`src/rtl/load_store_unit.sv`:
```
// Memory stage: runs the data-memory req/ack handshake for loads and stores,
// aligns and extends load data, builds store strobes, and passes non-memory
// ALU results straight through to writeback after one registered cycle.
module load_store_unit #(
  parameter int ACK_TIMEOUT = 255,
  parameter int CNT_W       = 8
) (
  input  logic        clk,
  input  logic        rst_n,
  input  logic        ex_valid,
  input  logic [4:0]  opcode,
  input  logic [2:0]  func3,
  input  logic [31:0] alu_out,
  input  logic [31:0] store_data,
  input  logic [4:0]  rd_in,
  input  logic        wb_en_in,
  output logic        dm_req,
  output logic        dm_we,
  output logic [31:0] dm_addr,
  output logic [3:0]  dm_wstrb,
  output logic [31:0] dm_wdata,
  input  logic        dm_ack,
  input  logic [31:0] dm_rdata,
  output logic        stall,
  output logic        wb_valid,
  output logic        wb_we,
  output logic        wb_fp,
  output logic [4:0]  wb_rd,
  output logic [31:0] wb_data,
  output logic        misalign,
  output logic        bus_err
);

  typedef enum logic [1:0] {IDLE, WAIT, RESP} state_t;
  typedef enum logic [1:0] {SZ_B, SZ_H, SZ_W} size_t;

  localparam logic [4:0] OP_LOAD  = 5'b00000;
  localparam logic [4:0] OP_STORE = 5'b01000;
  localparam logic [4:0] OP_FLW   = 5'b00001;
  localparam logic [4:0] OP_FSW   = 5'b01001;

  // State and captured access context.
  state_t           state_q, state_d;
  logic [CNT_W-1:0] cnt_q, cnt_d;
  size_t            size_q, size_d;
  logic             uns_q, uns_d;
  logic [1:0]       lane_q, lane_d;
  logic [4:0]       rd_q, rd_d;
  logic             wb_en_q, wb_en_d;
  logic             fp_q, fp_d;

  // Next values for the registered outputs.
  logic        dm_req_d, dm_we_d;
  logic [31:0] dm_addr_d, dm_wdata_d;
  logic [3:0]  dm_wstrb_d;
  logic        wb_valid_d, wb_we_d, wb_fp_d;
  logic [4:0]  wb_rd_d;
  logic [31:0] wb_data_d;
  logic        misalign_d, bus_err_d;

  // Decode of the op presented in IDLE.
  logic        is_load, is_store, is_mem, is_fp_op, mis_in;
  size_t       size_in;
  logic [3:0]  wstrb_in;
  logic [31:0] wdata_in;
  logic [CNT_W:0] cnt_inc;
  logic        timeout_hit;

  // Select and extend the addressed byte/halfword from a read word.
  function automatic logic [31:0] fmt_load(input logic [31:0] rdata,
                                           input logic [1:0]  lane,
                                           input size_t       sz,
                                           input logic        uns);
    logic [31:0] shifted;
    logic [7:0]  b;
    logic [15:0] h;
    shifted = rdata >> {lane, 3'b000};
    b = shifted[7:0];
    h = lane[1] ? rdata[31:16] : rdata[15:0];
    case (sz)
      SZ_B:    return uns ? {24'h0, b} : {{24{b[7]}}, b};
      SZ_H:    return uns ? {16'h0, h} : {{16{h[15]}}, h};
      default: return rdata;
    endcase
  endfunction

  // Op decode, alignment check and store lane formatting.
  always_comb begin
    is_load  = (opcode == OP_LOAD)  || (opcode == OP_FLW);
    is_store = (opcode == OP_STORE) || (opcode == OP_FSW);
    is_mem   = is_load || is_store;
    is_fp_op = (opcode == OP_FLW) || (opcode == OP_FSW);
    if (is_fp_op) begin
      size_in = SZ_W;
    end else begin
      case (func3)
        3'b000, 3'b100: size_in = SZ_B;
        3'b001, 3'b101: size_in = SZ_H;
        default:        size_in = SZ_W;  // W and unlisted encodings
      endcase
    end
    mis_in = ((size_in == SZ_H) && alu_out[0]) ||
             ((size_in == SZ_W) && (alu_out[1:0] != 2'b00));
    case (size_in)
      SZ_B: begin
        wstrb_in = 4'b0001 << alu_out[1:0];
        wdata_in = {4{store_data[7:0]}};
      end
      SZ_H: begin
        wstrb_in = alu_out[1] ? 4'b1100 : 4'b0011;
        wdata_in = {2{store_data[15:0]}};
      end
      default: begin
        wstrb_in = 4'b1111;
        wdata_in = store_data;
      end
    endcase
    cnt_inc     = {1'b0, cnt_q} + (CNT_W + 1)'(1);
    timeout_hit = (cnt_inc == (CNT_W + 1)'(ACK_TIMEOUT));
  end

  // Next-state and next-output logic.
  // NOTE: every signal gets a default before the case so no path leaves one unassigned, which would infer a latch.
  always_comb begin
    state_d    = state_q;
    cnt_d      = cnt_q;
    size_d     = size_q;
    uns_d      = uns_q;
    lane_d     = lane_q;
    rd_d       = rd_q;
    wb_en_d    = wb_en_q;
    fp_d       = fp_q;
    dm_req_d   = dm_req;
    dm_we_d    = dm_we;
    dm_addr_d  = dm_addr;
    dm_wstrb_d = dm_wstrb;
    dm_wdata_d = dm_wdata;
    wb_valid_d = 1'b0;
    wb_we_d    = 1'b0;
    wb_fp_d    = 1'b0;
    wb_rd_d    = 5'd0;
    wb_data_d  = 32'd0;
    misalign_d = 1'b0;
    bus_err_d  = 1'b0;

    case (state_q)
      IDLE: begin
        if (ex_valid) begin
          if (!is_mem) begin
            wb_valid_d = 1'b1;
            wb_data_d  = alu_out;
            wb_we_d    = wb_en_in;
            wb_rd_d    = rd_in;
          end else if (mis_in) begin
            misalign_d = 1'b1;
            wb_valid_d = 1'b1;
            wb_rd_d    = rd_in;
          end else begin
            state_d    = WAIT;
            cnt_d      = '0;
            size_d     = size_in;
            uns_d      = func3[2];
            lane_d     = alu_out[1:0];
            rd_d       = rd_in;
            wb_en_d    = wb_en_in && is_load;
            fp_d       = is_fp_op && is_load;
            dm_req_d   = 1'b1;
            dm_we_d    = is_store;
            dm_addr_d  = {alu_out[31:2], 2'b00};
            dm_wstrb_d = is_store ? wstrb_in : 4'b0000;
            dm_wdata_d = is_store ? wdata_in : 32'd0;
          end
        end
      end
      WAIT: begin
        if (dm_ack || timeout_hit) begin
          dm_req_d   = 1'b0;
          dm_we_d    = 1'b0;
          dm_addr_d  = 32'd0;
          dm_wstrb_d = 4'b0000;
          dm_wdata_d = 32'd0;
          cnt_d      = '0;
          wb_valid_d = 1'b1;
          wb_rd_d    = rd_q;
          if (dm_ack) begin
            // Ack wins over a coincident timeout.
            state_d   = RESP;
            wb_we_d   = wb_en_q;
            wb_fp_d   = fp_q;
            wb_data_d = dm_we ? 32'd0 : fmt_load(dm_rdata, lane_q, size_q, uns_q);
          end else begin
            state_d   = IDLE;
            bus_err_d = 1'b1;
          end
        end else begin
          cnt_d = cnt_inc[CNT_W-1:0];
        end
      end
      RESP: begin
        // Hold the writeback pulse registered at the ack edge for this cycle.
        state_d    = IDLE;
        wb_valid_d = 1'b0;
      end
      default: state_d = IDLE;
    endcase
  end

  // State, context and output registers.
  // NOTE: sequential state uses non-blocking assignments so every register samples pre-edge values.
  always_ff @(posedge clk or negedge rst_n) begin
    if (!rst_n) begin
      state_q  <= IDLE;
      cnt_q    <= '0;
      size_q   <= SZ_B;
      uns_q    <= 1'b0;
      lane_q   <= 2'b00;
      rd_q     <= 5'd0;
      wb_en_q  <= 1'b0;
      fp_q     <= 1'b0;
      dm_req   <= 1'b0;
      dm_we    <= 1'b0;
      dm_addr  <= 32'd0;
      dm_wstrb <= 4'b0000;
      dm_wdata <= 32'd0;
      wb_valid <= 1'b0;
      wb_we    <= 1'b0;
      wb_fp    <= 1'b0;
      wb_rd    <= 5'd0;
      wb_data  <= 32'd0;
      misalign <= 1'b0;
      bus_err  <= 1'b0;
    end else begin
      state_q  <= state_d;
      cnt_q    <= cnt_d;
      size_q   <= size_d;
      uns_q    <= uns_d;
      lane_q   <= lane_d;
      rd_q     <= rd_d;
      wb_en_q  <= wb_en_d;
      fp_q     <= fp_d;
      dm_req   <= dm_req_d;
      dm_we    <= dm_we_d;
      dm_addr  <= dm_addr_d;
      dm_wstrb <= dm_wstrb_d;
      dm_wdata <= dm_wdata_d;
      wb_valid <= wb_valid_d;
      wb_we    <= wb_we_d;
      wb_fp    <= wb_fp_d;
      wb_rd    <= wb_rd_d;
      wb_data  <= wb_data_d;
      misalign <= misalign_d;
      bus_err  <= bus_err_d;
    end
  end

  assign stall = (state_q != IDLE);

endmodule

```
`config.mk`:
```
export PLATFORM = sky130hd
export DESIGN_NAME = load_store_unit
export DESIGN_NICKNAME = d
export VERILOG_FILES = /design/src/rtl/load_store_unit.sv
export SDC_FILE = /design/constraint.sdc
export NUM_CORES = 1
export LEC_CHECK = 0
export BUFFER_PORTS_ARGS = -buffer_cell sky130_fd_sc_hd__buf_2
export CAP_MARGIN = 30
export CORE_MARGIN = 5
export CORE_UTILIZATION = 40
export DETAILED_ROUTE_END_ITERATION = 8
export PLACE_DENSITY_LB_ADDON = 0.2
export SLEW_MARGIN = 20
export SYNTH_ARGS = -nofsm -noshare
export SYNTH_HDL_FRONTEND = slang
export SYNTH_SLANG_ARGS = --single-unit
```
`constraint.sdc`:
```
create_clock -name clk -period 6 [get_ports clk]
set_clock_uncertainty 0.1 [all_clocks]
set_input_delay 0.6 -clock clk [delete_from_list [all_inputs] [get_ports clk]]
set_output_delay 0.6 -clock clk [all_outputs]
set_load 0.02 [all_outputs]
```
# ---- Word level (Yosys, flattened, before mapping)
# Index checks and enable logic that the tools add are counted.
dict set report totals {
  register_bits 134
  wordCells 138
  inputBits 114
  output_inout_bits 113
}
dict set report op_classes {
  n_eq_ne 15
  bitwise_logic 1
  muxes 75
  shifts 2
  n_addsub 1
  n_reduce_logical 24
}
# op count
set op_table {}
lappend op_table {{$mux W32} 15}
lappend op_table {{$pmux W32 S2} 5}
lappend op_table {{$mux W8} 4}
lappend op_table {{$shr A32 B5 Y8} 1}
lappend op_table {{$mux W1} 24}
lappend op_table {{$mux W4} 6}
lappend op_table {{$mux W5} 4}
lappend op_table {{$mux W16} 1}
lappend op_table {{$pmux W4 S2} 2}
lappend op_table {{$pmux W8 S2} 1}
lappend op_table {{$mux W2} 6}
lappend op_table {{$reduce_and A4 Y1} 3}
lappend op_table {{$eq A5 B4 Y1 const B} 2}
lappend op_table {{$pmux W5 S2} 1}
lappend op_table {{$add A8 B1 Y9 const B} 1}
lappend op_table {{$eq A9 B8 Y1 const B} 1}
lappend op_table {{$ne A2 B2 Y1 const B} 4}
lappend op_table {{$pmux W1 S2} 4}
lappend op_table {{$pmux W2 S2} 2}
lappend op_table {{$eq A2 B1 Y1 const B} 3}
lappend op_table {{$eq A3 B3 Y1 const B} 2}
lappend op_table {{$logic_not A2 Y1} 3}
lappend op_table {{$logic_or A1 B1 Y1} 6}
lappend op_table {{$reduce_bool A2 Y1} 3}
lappend op_table {{other kinds (10)} 14}

# ---- Longest topological paths before layout
dict set report depth {
  depth_word 11
  depth_mapped 11
  ltp_nobuf 8
}

# ---- Worst setup path before layout
# OpenSTA, ideal clock, no wires.
dict set report synth_path {
  path_kind {register -> register}
  start {register cnt_q[0]}
  end {register dm_wdata[26]}
  setup_slack_ns 3.735
  arrival_ns 2.045
  setup_time_ns 0.121
  stages_incl_launch_ff 11
  period_less_slack_ns 2.265
  n_path_buf 2
  t_required_ns 5.779
  path_cell_list {dfrtp_1 -> buf_2 -> inv_1 -> ha_1 -> nand2_1 -> or3_1 -> a32o_2 -> o21bai_2 -> a21oi_2 -> buf_2 -> a22o_1}
}
dict set report synth_via {
  elab_chain_cells 5
}
# item line_no
set synth_lines {}
lappend synth_lines {{from (decl)} 44} ;# logic [CNT_W-1:0] cnt_q, cnt_d;
lappend synth_lines {{from (signal assigned)} 234} ;# cnt_q <= cnt_d;
lappend synth_lines {{$add A8 B1 Y9} 118} ;# cnt_inc = {1'b0, cnt_q} + (CNT_W + 1)'(1);
lappend synth_lines {{$eq A9 B8 Y1} 119} ;# timeout_hit = (cnt_inc == (CNT_W + 1)'(ACK_TIMEOUT));
lappend synth_lines {{$logic_or A1 B1 Y1} 176} ;# if (dm_ack || timeout_hit) begin
lappend synth_lines {{$ne A2 B2 Y1 (no line)} -}
lappend synth_lines {{$reduce_and A5 Y1 (no line)} -}
lappend synth_lines {{to (signal assigned)} 245} ;# dm_wdata <= dm_wdata_d;
lappend synth_lines {{to (decl)} 21} ;# output logic [31:0] dm_wdata,
# No other way between the ends.
# A chain may end at the register's enable or synchronous reset.

# ---- Worst setup path in the final report
dict set report layout_path {
  start {register state_q[1]}
  end {register wb_data[23]}
}
dict set report layout_via {
  elab_chain_cells 2
  elab_cells_between_ends 3
  classes_between {eq/ne (1); mux (1); reduce/logical (1)}
}
# item line_no
set layout_lines {}
lappend layout_lines {{from (decl)} 43} ;# state_t state_q, state_d;
lappend layout_lines {{from (signal assigned)} 233} ;# state_q <= state_d;
lappend layout_lines {{$eq A2 B1 Y1 or $logic_not A2 Y1 (tied branches)} 146} ;# case (state_q)
lappend layout_lines {{$pmux W32 S2 (*)} 146}
lappend layout_lines {{named net wb_data_d[23]} 58} ;# logic [31:0] wb_data_d;
lappend layout_lines {{to (signal assigned)} 250} ;# wb_data <= wb_data_d;
lappend layout_lines {{to (decl)} 29} ;# output logic [31:0] wb_data,
# The timed path passes the listed nets; every way through them passes the cells marked *.

==> flow_metrics.py <==
metrics = {
    "route": {
        "postRouteAntennaNets": 0,
        "finalWirelength_mm": 19.0,
        "first_pass_iters": 6,
        "vias": 5584,
        "routed_via_density": 5.41,
        "drt_first_iter_violations": 348,
        "drc": 0,
        "wl_per_cell_um": 18.4,
    },
    "cells_and_area": {
        "area_growth_pct": 30.3,
        "drive_gt1_share_pct": 34.1,
        "diodes": 0,
        "nets": 947,
        "post-route-util_pct": 52.8,
    },
    "timing": {
        "period_share_pct": 49.4,
        "hold_viol": 0,
        "period_needed_ns": 2.96,
        "worst_slew_pin_slew_ns": 0.944,
        "fmax_mhz": 338,
        "grt_setup_unrepaired": "false",
        "maxSlewHeadroom_pct": 37.0,
        "setup_viol": 0,
        "tns_ns": 0,
        "maxSlewViolCount": 0,
    },
    "pwr": {
        "power_density_mw_per_mm2": 322,
        "power_w": 0.00258,
        "switchingPower_w": 0.000773,
        "power_frac_comb_pct": 19.2,
        "p_seq_share_pct": 40.5,
        "ir_drop_uv": 213,
        "internal_power_w": 0.00181,
        "switching_share_pct": 30.0,
        "pwr-share-clk_pct": 40.3,
        "p_leak_nw": 4.17,
    },
    "logic_synthesis": {
        "yosysWarnings": 0,
        "netlist_top_cells_area": "dfrtp_1 54%, nand2_1 9.0%, o21ai_0 4.7%",
        "synthArstFlopShare_pct": 100,
        "synth_top_area_cell": "dfrtp_1",
        "synth_edf_count": 0,
        "syn_avg_cell_area_um2": 9.91,
        "synth_cells": 620,
        "synth_ff_type": "dfrtp_1",
        "yosysTopAreaCellShare_pct": 53.8,
        "yosysUniqueCellTypes": 58,
        "seq_area_frac_synth_pct": 53.8,
        "synth-seq-cells": 132,
        "synth_area_mm2": 0.00614,
    },
    "cts": {
        "cts-root-buf": "clkbuf_16",
        "postCtsHoldBufs": 0,
        "cts.clk_slew.worst_paths_ns": 0.06,
        "clkSinkCount": 132,
        "ctsLongestPathBuffers": 2,
        "cts_tree": "yes",
        "insertion_delay_ns": 0.42,
        "cts-buffers-inserted": 17,
        "cts.repair.resized": 0,
        "htree_levels": 4,
        "post-cts-setup-buffers": 0,
    },
    "die": {
        "initial_core_util_pct": 40.6,
        "rows": 45,
        "die_height_um": 134,
        "ios": 227,
        "core_mm2": 0.0151,
        "die_w_um": 134,
        "die-area_mm2": 0.0179,
    },
    "critical_path": {
        "cp_max_fo": 16,
        "end_kind": "register",
        "crit_type": "register to register",
        "crit_arrival_ns": 3.22,
        "cp-start-kind": "register",
        "required_ns": 6.26,
        "r2r_slack_ns": 3.04,
    },
    "place": {
        "io_buffers": 224,
        "hpwl_mm": 13.8,
        "gp_congestion": 0.923,
    },
    "global_routing": {
        "grt_pass1_wl_mm": 29.5,
        "grt.overflow.total": 0,
        "grt_max_degree": 73,
        "antenna_found_initial": 0,
        "grt_util_all_layers_pct": 21.0,
        "grt_pass1_vias": 5500,
    },
    "run": {
        "maxCapViolations": 0,
    },
    "min_path": {
        "min_path_type": "primary input to async pin",
    },
    "status": {
        "status": "completed",
    },
}
power by group through the flow:
stage	Combinational [W]	Clock [W]	Sequential [W]
after global routing	0.000543	0.00109	0.00106
after CTS	0.000497	0.00105	0.00104
final	0.000494	0.00104	0.00105
after floorplan	0.000227	0	0.00112
after global placement	0.000486	0	0.00106
after detailed placement	0.000495	0	0.00106
worst max-delay path, cell delays in order, from the launching register on:
cell and delay (ns):
dfrtp_1 0.40, and2b_1 0.33, and2_1 0.26, nor2b_1 0.68
nand2_1 0.59, a21oi_1 0.41, a21o_1 0.12
layer usage:
metal  GRT usage (%)  vias to the layer above  share of wire [%]
met5               0                        -                  0
met3            6.15                       41                8.8
met1            27.6                     2680                 43
met4            9.14                        0                3.2
li1                -                     2588                  -
met2            32.5                      275                 45
synthesized netlist by cell type, types with 3 or more instances:
library cell and number:
mux2i_1 25, and3_1 3, nand2_1 148, nor2b_1 22, a22o_1 22, nand2b_1 12, o21bai_1 3, buf_6 5
inv_1 5, o2bb2ai_1 17, buf_2 16, clkbuf_1 14, a21oi_1 19, nor2_1 23, mux2_2 8, o21ai_1 8
a32o_1 8, nand3_1 10, dfrtp_1 132, a222oi_1 7, nor3_1 5, o21ai_0 58
area by class of cell:
type                    count  area, µm²
fillers                  1383       7140
flip-flops and latches    132       3300
multi-input cells         443       2620
repair buffers            232       1230
clock buffers              20        467
well taps                 188        235
clock inverters            12        129
inverters                   5       18.8
through the flow:
step	hold WS, ns	cells	cell area [µm²]	setup slack (ns)
after floorplan	0.204	621	6150	3.73
after global placement	0.354	998	7350	2.55
after detailed placement	0.359	999	7380	2.85
after CTS	0.0686	1031	7980	3.01
after global routing	0.0929	1032	8000	2.75
final	0.0438	1032	8000	3.04
layout by cell type (no fill, tap or decap), types with 9 or more instances in the layout:
cell type  count
nor2b_1       21
o21ai_0       58
a22o_1        22
dfrtp_1      132
nand3_1        9
nor2_1        22
o2bb2ai_1     17
clkbuf_16     17
a21oi_1       18
nand2_1      148
buf_2        223
mux2i_1       25
nand2b_1      12
cells by family (layout without fill, tap and decap cells):
group	after synthesis	after routing	synth area share, %
adder cells (fa/ha/maj)	2	2	0.407
XOR/XNOR	1	1	0.143
buffers and inverters	46	269	3.91
AND/OR/NAND/NOR	243	243	17.9
AO/OA/AOI/OAI	161	161	17.9
other	1	2	0.0610
flip-flops	132	132	53.8
multiplexers	34	34	5.91
registers in the layout, indices dropped and copies added, names as in the netlist, 2 cells and up:
signal / cells
cnt_q: 8
lane_q: 2
state_q: 2
dm_wdata: 32
wb_data: 32
dm_wstrb: 4
rd_q: 5
size_q: 2
wb_rd: 5
dm_addr: 30
final timing paths:
kind,endpoint,start,cells past startpoint
worst min-delay path,dm_addr[26],rst_n,1
worst max register to register,wb_data[23],state_q[1],6
worst max-delay path,wb_data[23],state_q[1],6
max in group asynchronous,wb_data[15],rst_n,3
worst min register to register,wb_en_q,wb_en_q,2
min in group clk,uns_q,func3[2],3
(Power assumes the default switching activity.)
